## config.mk

```make
export PLATFORM = sky130hd
export DESIGN_NAME = vga_timing_gen
export DESIGN_NICKNAME = d
export VERILOG_FILES = /design/src/rtl/vga_timing_gen.sv
export SDC_FILE = /design/constraint.sdc
export NUM_CORES = 1
export LEC_CHECK = 0
export ABC_AREA = 1
export BUFFER_PORTS_ARGS = -buffer_cell sky130_fd_sc_hd__buf_4
export CAP_MARGIN = 20
export CORE_MARGIN = 3
export CORE_UTILIZATION = 45
export CTS_BUF_LIST = sky130_fd_sc_hd__clkbuf_8
export CTS_CLUSTER_DIAMETER = 80
export DETAILED_ROUTE_END_ITERATION = 12
export PLACE_DENSITY_LB_ADDON = 0.25
export SYNTH_ARGS = -nofsm -noshare
export SYNTH_HDL_FRONTEND = slang
export SYNTH_SLANG_ARGS = --single-unit
```

## constraint.sdc

```tcl
create_clock -name clk -period 4 [get_ports clk]
set_input_delay 0 -clock clk [delete_from_list [all_inputs] [get_ports clk]]
set_output_delay 0 -clock clk [all_outputs]
set_load 0.1 [all_outputs]
```

## src/rtl/vga_timing_gen.sv

```systemverilog
// vga_timing_gen: raster counters, registered syncs/blank and the RGB output stage.
// Define VGA_TEST_PATTERN_EN to replace pix_data with eight vertical colour bars.
module vga_timing_gen #(
  parameter int HDISP  = 800,
  parameter int HFP    = 40,
  parameter int HPULSE = 48,
  parameter int HBP    = 40,
  parameter int VDISP  = 480,
  parameter int VFP    = 13,
  parameter int VPULSE = 3,
  parameter int VBP    = 29
) (
  input  logic        clk,
  input  logic        rst,
  output logic        pix_rd,
  input  logic [23:0] pix_data,
  output logic        VGA_HS,
  output logic        VGA_VS,
  output logic        VGA_BLANK,
  output logic [7:0]  VGA_R,
  output logic [7:0]  VGA_G,
  output logic [7:0]  VGA_B,
  output logic [10:0] pixel_x,
  output logic [9:0]  pixel_y,
  output logic        frame_start
);

  localparam int HTOT = HDISP + HFP + HPULSE + HBP;
  localparam int VTOT = VDISP + VFP + VPULSE + VBP;

  localparam logic [10:0] H_LAST = 11'(HTOT - 1);
  localparam logic [10:0] H_ACT  = 11'(HDISP);
  localparam logic [10:0] H_PS   = 11'(HDISP + HFP);
  localparam logic [10:0] H_PE   = 11'(HDISP + HFP + HPULSE);
  localparam logic [9:0]  V_LAST = 10'(VTOT - 1);
  localparam logic [9:0]  V_ACT  = 10'(VDISP);
  localparam logic [9:0]  V_PS   = 10'(VDISP + VFP);
  localparam logic [9:0]  V_PE   = 10'(VDISP + VFP + VPULSE);

  logic [10:0] r_hcnt;
  logic [9:0]  r_vcnt;
  logic        r_hs;
  logic        r_vs;
  logic        r_blank;
  logic        w_hwrap;
  logic        w_vwrap;
  logic        w_act;
  logic        w_hs_n;
  logic        w_vs_n;
  logic [23:0] w_rgb;

  assign w_hwrap = (r_hcnt == H_LAST);
  assign w_vwrap = (r_vcnt == V_LAST);
  assign w_act   = (r_hcnt < H_ACT) && (r_vcnt < V_ACT);
  assign w_hs_n  = !((r_hcnt >= H_PS) && (r_hcnt < H_PE));
  assign w_vs_n  = !((r_vcnt >= V_PS) && (r_vcnt < V_PE));

  always_ff @(posedge clk or posedge rst) begin
    if (rst) begin
      r_hcnt <= '0;
      r_vcnt <= '0;
    end else if (w_hwrap) begin
      r_hcnt <= '0;
      r_vcnt <= w_vwrap ? '0 : r_vcnt + 10'd1;
    end else begin
      r_hcnt <= r_hcnt + 11'd1;
    end
  end

  // One-cycle stage so syncs/blank line up with pix_data returning
  always_ff @(posedge clk or posedge rst) begin
    if (rst) begin
      r_hs    <= 1'b1;
      r_vs    <= 1'b1;
      r_blank <= 1'b0;
    end else begin
      r_hs    <= w_hs_n;
      r_vs    <= w_vs_n;
      r_blank <= w_act;
    end
  end

`ifdef VGA_TEST_PATTERN_EN
  localparam logic [10:0] BARW = 11'(HDISP / 8);

  logic [10:0] r_hcnt_d;
  logic [10:0] w_bar;
  logic [2:0]  w_idx;
  logic        w_unused_pix;

  always_ff @(posedge clk or posedge rst) begin
    if (rst) r_hcnt_d <= '0;
    else     r_hcnt_d <= r_hcnt;
  end

  // Bars: white, yellow, cyan, green, magenta, red, blue, black
  assign w_bar        = r_hcnt_d / BARW;
  assign w_idx        = (w_bar > 11'd7) ? 3'd7 : w_bar[2:0];
  assign w_rgb        = {{8{~w_idx[1]}}, {8{~w_idx[2]}}, {8{~w_idx[0]}}};
  assign w_unused_pix = ^pix_data;
`else
  assign w_rgb = pix_data;
`endif

  assign pix_rd      = w_act;
  assign pixel_x     = r_hcnt;
  assign pixel_y     = r_vcnt;
  assign frame_start = (r_hcnt == 11'd0) && (r_vcnt == 10'd0);
  assign VGA_HS      = r_hs;
  assign VGA_VS      = r_vs;
  assign VGA_BLANK   = r_blank;
  assign {VGA_R, VGA_G, VGA_B} = r_blank ? w_rgb : 24'd0;

endmodule

```

==> impl_results.md, run 1 <==
* Status: complete, no violations
* Hold Crit Start: pix_data[1]
* Yosys warning count at 0
* Fin nets at 332
* Crit path DAT at about 1.8 ns
* Fin. Hold Viols at 0
* Largest net degree at the start of global routing at 26
* Aggregate negative setup slack at 0 ns
* CTS H-tree lvls at 1
* Top-level I/O count at 76
* Worst min-delay path category: input port to primary output
* Clk slew on worst S/H paths at roughly 0.090 ns
* Post-synthesis average cell area at roughly 7 sq um
* Register area share after synthesis at 0.386
* Area Overhead vs Synth at 43.6%
* Remaining Overflow, GRT at 0
* # fillers at between 200 and 300
* Final Hold Slack at about 0.4 ns
* DIE AREA at approximately 4200 sq um
* Initial antenna violation count at 0
* Number of cells on the worst hold path at 4
* Fraction of layout cells with a size suffix above 1 at 0.308
* Top sig layer: met4
* Seq. cell area at 603 sq um
* Clock Skew at about 0.008 ns
* Antenna cell count at 0
* Reg2Reg Setup Slack at roughly 2.4 ns
* Layout Cells excl Fill at between 300 and 400
* Die width at around 65 um
* Achievable Freq at between 500 and 600 MHz
* Max Fanout on Critical Path at 8
* Worst Tran Pin Value at 0.890 ns
* Avg WL per Cell at about 12 um
* RSZ-0062 raised after global routing: no
* Post-Syn Area at 1560 sq um
* CP cell instances: nor2_1 > nor2_1 > nor4_2 > buf_4
* Slew headroom at 0.406
* DP Cell Count at 338
* Cts bufs inserted at 3
* Leakage power at 1.28 nW
* Crit Path Category: register to primary output
* Worst Hold Path EP: VGA_B[1]
* Total Power at 0.608 mW
* Clock Sinks at 24
* Synth unique cells at 30
* R2R depth at 7
* EDFF count, synth at 0
* Vias after detailed routing at ~1700
* Synthesized Nets at about 260
* Worst path most repeated cell: nor2_1
* Worst-Skew Late Latency at around 0.28 ns
* Routability cong. at around 0.84
* Drt total wl at 4100 um
* Post-synth top flop: dfrtp_1
* Number of routed nets with antenna violations at 0
* Final Critical Period at roughly 1.8 ns
* Multi-input logic area at between 700 and 800 sq um
* WP data required at about 4.0 ns
* Port Buf Inserts at 75
* Worst path max stage delay at around 0.50 ns
* Wire length on met2 at 1920 um
* Maxcap violations at 0
* Type of origin of the critical path: register
* R2R Path Start: pixel_x[0]
* Post-synth ARST share at 1.00
* DR pass1 iterations at 4
* # setup viols final at 0
* DP HPWL at ~3200 um
* PD cells at 271 nW/um^2
* Total GRT Usage at 0.203
* Global-route wire length before repair at slightly below 7000 um
* CTS tree: done
* Synth Instances at approximately 220
* Root buffer cell: clkbuf_8
* FP Rows at 20
* Die height at between 60 and 70 um
* Bufs on Longest Clock Path at 2
* Vias in the first global route at 1500
* DR WL met3 at 461 um
* Drt drc at 0
* Worst reg2reg path endpoint: pixel_y[5]
* Peak supply drop at around 0.19 mV
* Flops & latches, synth at 24
* DR iter-0 viols at between 60 and 70
* Via density at between 4 and 5
* M1 wire length at about 1700 um
* CP max stage cell: dfrtp_1
* Starting Density at 0.492
* Core area at ~3200 sq um
* CP Capture Type: primary output
* Slew Viols, Final at 0
* Part of the cycle the worst path needs at 0.439
-- worst max-delay path, delay by kind of cell (launching register included) --
kind,cells,cell delay (ns)
flops,1,0.50
simple gates,3,0.63
buf+inv,1,0.35
-- routing by layer --
layer / up-vias / GRT usage
met3: 5 / 0.0416
li1: 831 / -
met5: - / 0
met1: 749 / 0.248
met2: 79 / 0.352
met4: 0 / 0.0712
-- per-stage QoR --
step           cell area [sq um]   util  setup slack [ns]
6_report                    2240  0.706              2.24
5_1_grt                     2240  0.706              2.08
4_1_cts                     2240  0.706              2.24
3_5_place_dp                2160  0.681              2.38
3_3_place_gp                2160  0.681              2.46
2_1_floorplan               1570      -             0.733
-- final cells by class --
class                      count  share of cell area
timing repair buffer          76               0.255
inverter                      45              0.0753
tap                           44              0.0245
multi-input combinational    150               0.344
clock buffer                   3              0.0184
clock inverter                 1              0.0134
sequential                    24               0.269
-- cell usage in the layout, fill, tap and decap left out, drive strengths merged --
cell and count:
o21ai 8, dlygate4sd3 1, nand4 4, dfrtp 22, nor3b 1, or2 1, xnor2 1, nor4b 1
buf 75, nor2 32, nand3 16, bufinv 1, a21oi 4, clkbuf 3, inv 45, nor3 7
o211ai 1, and2 1, dfstp 2, nand3b 1, xor2 7, nand2 56, a31oi 2, ha 6
nor4 1
-- sequential cells by signal, summed over array words and instances, names as in the netlist --
register and count:
VGA_HS 1, pixel_y 10, VGA_VS 1, VGA_BLANK 1, pixel_x 11
-- power breakdown --
| group | internal (mW) | leakage [nW] | switching [mW] |
|---|---|---|---|
| clock | 0.134 | 0.0357 | 0.0830 |
| combinational | 0.0359 | 0.936 | 0.112 |
| sequential | 0.243 | 0.309 | 0 |
-- logic make-up after synthesis --
family                   Yosys count  share of synthesized area
XOR/XNOR                           8                     0.0448
adder cells (fa/ha/maj)            6                     0.0480
buffers and inverters             49                      0.123
AND/OR/NAND/NOR                  121                      0.347
AO/OA/AOI/OAI                     15                     0.0512
flip-flops                        24                      0.386
-- Yosys cell counts, types with 2 or more instances --
| cell | count | area share |
|---|---|---|
| nand2_1 | 55 | 0.13 |
| nor3_1 | 7 | 0.022 |
| dfstp_2 | 2 | 0.034 |
| o21ai_0 | 8 | 0.026 |
| ha_1 | 6 | 0.048 |
| a21oi_1 | 4 | 0.013 |
| clkbuf_1 | 2 | 0.0048 |
| nor2_2 | 3 | 0.012 |
| nand4_1 | 3 | 0.012 |
| dfrtp_1 | 22 | 0.35 |
| nor2_1 | 28 | 0.067 |
| a31oi_1 | 2 | 0.0080 |
| xor2_1 | 7 | 0.039 |
| inv_1 | 43 | 0.10 |
| inv_2 | 2 | 0.0048 |
| nand3_1 | 15 | 0.048 |
-- how the worst max path moves through the flow --
stage / start / end / slack, ns / depth (start not counted)
after detailed placement: pixel_x[0] / pixel_y[5] / 2.38 / 7
after global placement: pixel_x[0] / pixel_y[5] / 2.46 / 8
final: pixel_x[6] / pix_rd / 2.24 / 4
after CTS: pixel_x[6] / pix_rd / 2.24 / 4
after global routing: pixel_x[6] / pix_rd / 2.08 / 4
after floorplan: pixel_x[10] / VGA_BLANK / 0.73 / 4
-- repair_timing --
item | CTS | global route
hold buffers | 1 | 0
hold endpoints to repair | 22 | 0
resized for setup | 0 | 0
setup buffers | 0 | 0
Power figures use the tool's default switching activity.
==> run 2, diff against run 1 <==
- clock period: 4 -> 1.7 ns (I/O delays scaled with it)
==> run 2 against run 1 <==
  * Count of clock-buffer cells in the layout is 1 higher
  * Via count rose by 1.4%
  * Critical path depth is 2 higher
  * Setup slack got worse by 2.2 ns
  * Sequential cell count did not move
  * Power increased by 120%
  * Cell count rose by 0.87%
  * First-iteration DRC count is 16% lower
  * Design area up 5.1%
  * Non-clock buffer count up 3
  * Largest cell class unchanged
==> impl_results.md, run 2 (synthesis gave the netlist of run 1 again) <==
* Bufs on Longest Clock Path at 2
* Maxcap violations at 0
* Routability cong. at between 0.8 and 0.9
* Die width at about 65 um
* Worst path max stage delay at roughly 0.51 ns
* Sw Ratio at 0.342
* Total GRT Usage at 0.208
* Fraction of layout cells with a size suffix above 1 at 0.407
* Crit Path Category: register to primary output
* Switching power total at about 0.45 mW
* PD cells at around 560 nW/um^2
* Part of the cycle the worst path needs at 0.968
* Clock Sinks at 24
* Total Power at 1.31 mW
* DR iter-0 viols at 57
* Fin. Hold Viols at 0
* Area Overhead vs Synth at 51.0%
* Drt total wl at around 4200 um
* Most common cell after layout, fill and taps aside: buf_4
* Starting Density at 0.492
* Type of origin of the critical path: register
* FP Rows at 20
* Port Buf Inserts at between 70 and 80
* Clock Skew at 0.00431 ns
* Layout Cells excl Fill at approximately 350
* Fin nets at ~340
* Crit path DAT at about 1.7 ns
* Clock power share at 0.298
* Design area at 2360 sq um
* Pre-CTS WS at between 0.15 and 0.2 ns
* Root buffer cell: clkbuf_8
* Worst min-delay path category: input port to async pin
* Leading cell types in the layout, fill and taps excluded: 76 x buf_4, 54 x nand2_1, 42 x inv_1
* Number of routed nets with antenna violations at 0
* # setup viols final at 0
* Core area at 3180 sq um
* Vias after detailed routing at approximately 1700
* Drt drc at 0
* Internal at 0.864 mW
* Sequential Power Share at 0.434
* Fin util at 0.743
* WP data required at 1.70 ns
* Remaining Overflow, GRT at 0
* DP Cell Count at roughly 340
* Final Hold Slack at approximately 0.34 ns
* RSZ-0062 raised after global routing: yes
* Via density at approximately 5
* Global-route wire length before repair at between 6000 and 7000 um
* Max Fanout on Critical Path at 5
* DIE AREA at about 4200 sq um
* Post-DP Area at 2260 sq um
* Initial antenna violation count at 0
* Cts bufs inserted at 3
* Final Critical Period at 1.65 ns
* Slew headroom at 0.717
* Worst Path Buf+Inv at 2
* Top-level I/O count at 76
* DR pass1 iterations at 4
* Status: complete, no violations
* Aggregate negative setup slack at 0 ns
* CP cell instances: inv_1 > ha_1 > nor4b_4 > nand3_2 > nor2_4 > buf_12
* CP Capture Type: primary output
* Crit path max-delay family: flip-flops
* Max reg flops at 11
* Final worst slack at ~0.054 ns
* Worst Tran Pin Value at approximately 0.42 ns
* Avg WL per Cell at 12.3 um
* Clk slew on worst S/H paths at 0.08 ns
* Die height at 64.9 um
* Achievable Freq at 607 MHz
* Worst-Skew Late Latency at between 0.2 and 0.3 ns
* Part of the power in combinational logic at 0.268
* DP HPWL at 3250 um
* CTS H-tree lvls at 1
* Slew Viols, Final at 0
* Leakage power at between 1 and 1.5 nW
* Peak supply drop at 0.418 mV
* Largest net degree at the start of global routing at 26
* Vias in the first global route at approximately 1500
* Setup bufs post-CTS at 0
* CTS tree: done
* CP max stage cell: dfrtp_4
* Antenna cell count at 0
[run 2: final cells by class]
class                      instances  area (sq um)
inverter                          45           169
tap                               44          55.1
timing repair buffer              79           612
clock buffer                       4          55.1
multi-input combinational        150           822
fill                             237           818
sequential                        24           647
[run 2: worst register-to-register path, cell delays in order (launching register included)]
cell     delay [ns]
dfrtp_4        0.45
ha_1           0.23
nand2_2        0.10
nor2_2         0.10
nand3_2        0.09
nor2_4         0.18
inv_2          0.11
nand2_1        0.07
o21ai_0        0.07
[run 2: layer usage]
| metal | global-route usage | share of wire | vias to the layer above |
|---|---|---|---|
| met5 | 0 | 0 | - |
| li1 | - | - | 843 |
| met1 | 0.245 | 0.40 | 749 |
| met2 | 0.361 | 0.48 | 89 |
| met4 | 0.0923 | 0.018 | 0 |
| met3 | 0.0433 | 0.10 | 7 |
[run 2: what timing repair did]
item,in CTS,in global routing
hold buffers,1,0
endpoints found under the setup margin,2,2
pin swaps,2,1
gates resized for setup,5,2
endpoints found under the hold margin,22,0
[run 2: power groups by stage]
| stage | sequential (mW) | combinational (mW) | clock [mW] |
|---|---|---|---|
| 2_1_floorplan | 0.582 | 0.253 | 0 |
| 3_3_place_gp | 0.582 | 0.350 | 0 |
| 3_5_place_dp | 0.582 | 0.352 | 0 |
| 4_1_cts | 0.570 | 0.354 | 0.399 |
| 5_1_grt | 0.570 | 0.365 | 0.425 |
| 6_report | 0.570 | 0.352 | 0.391 |
[run 2: path summary, 6_finish.rpt]
| kind | from | endpoint | slack, ns | depth (start not counted) |
|---|---|---|---|---|
| max reg2reg | pixel_x[0] | pixel_y[4] | 0.18 | 8 |
| max in group asynchronous | rst | VGA_HS | 1.08 | 4 |
| min | rst | VGA_BLANK | 0.34 | 4 |
| max | pixel_x[0] | frame_start | 0.05 | 6 |
| min in group clk | pix_data[17] | VGA_R[1] | 0.41 | 4 |
| min reg2reg | pixel_x[0] | pixel_x[0] | 0.53 | 1 |
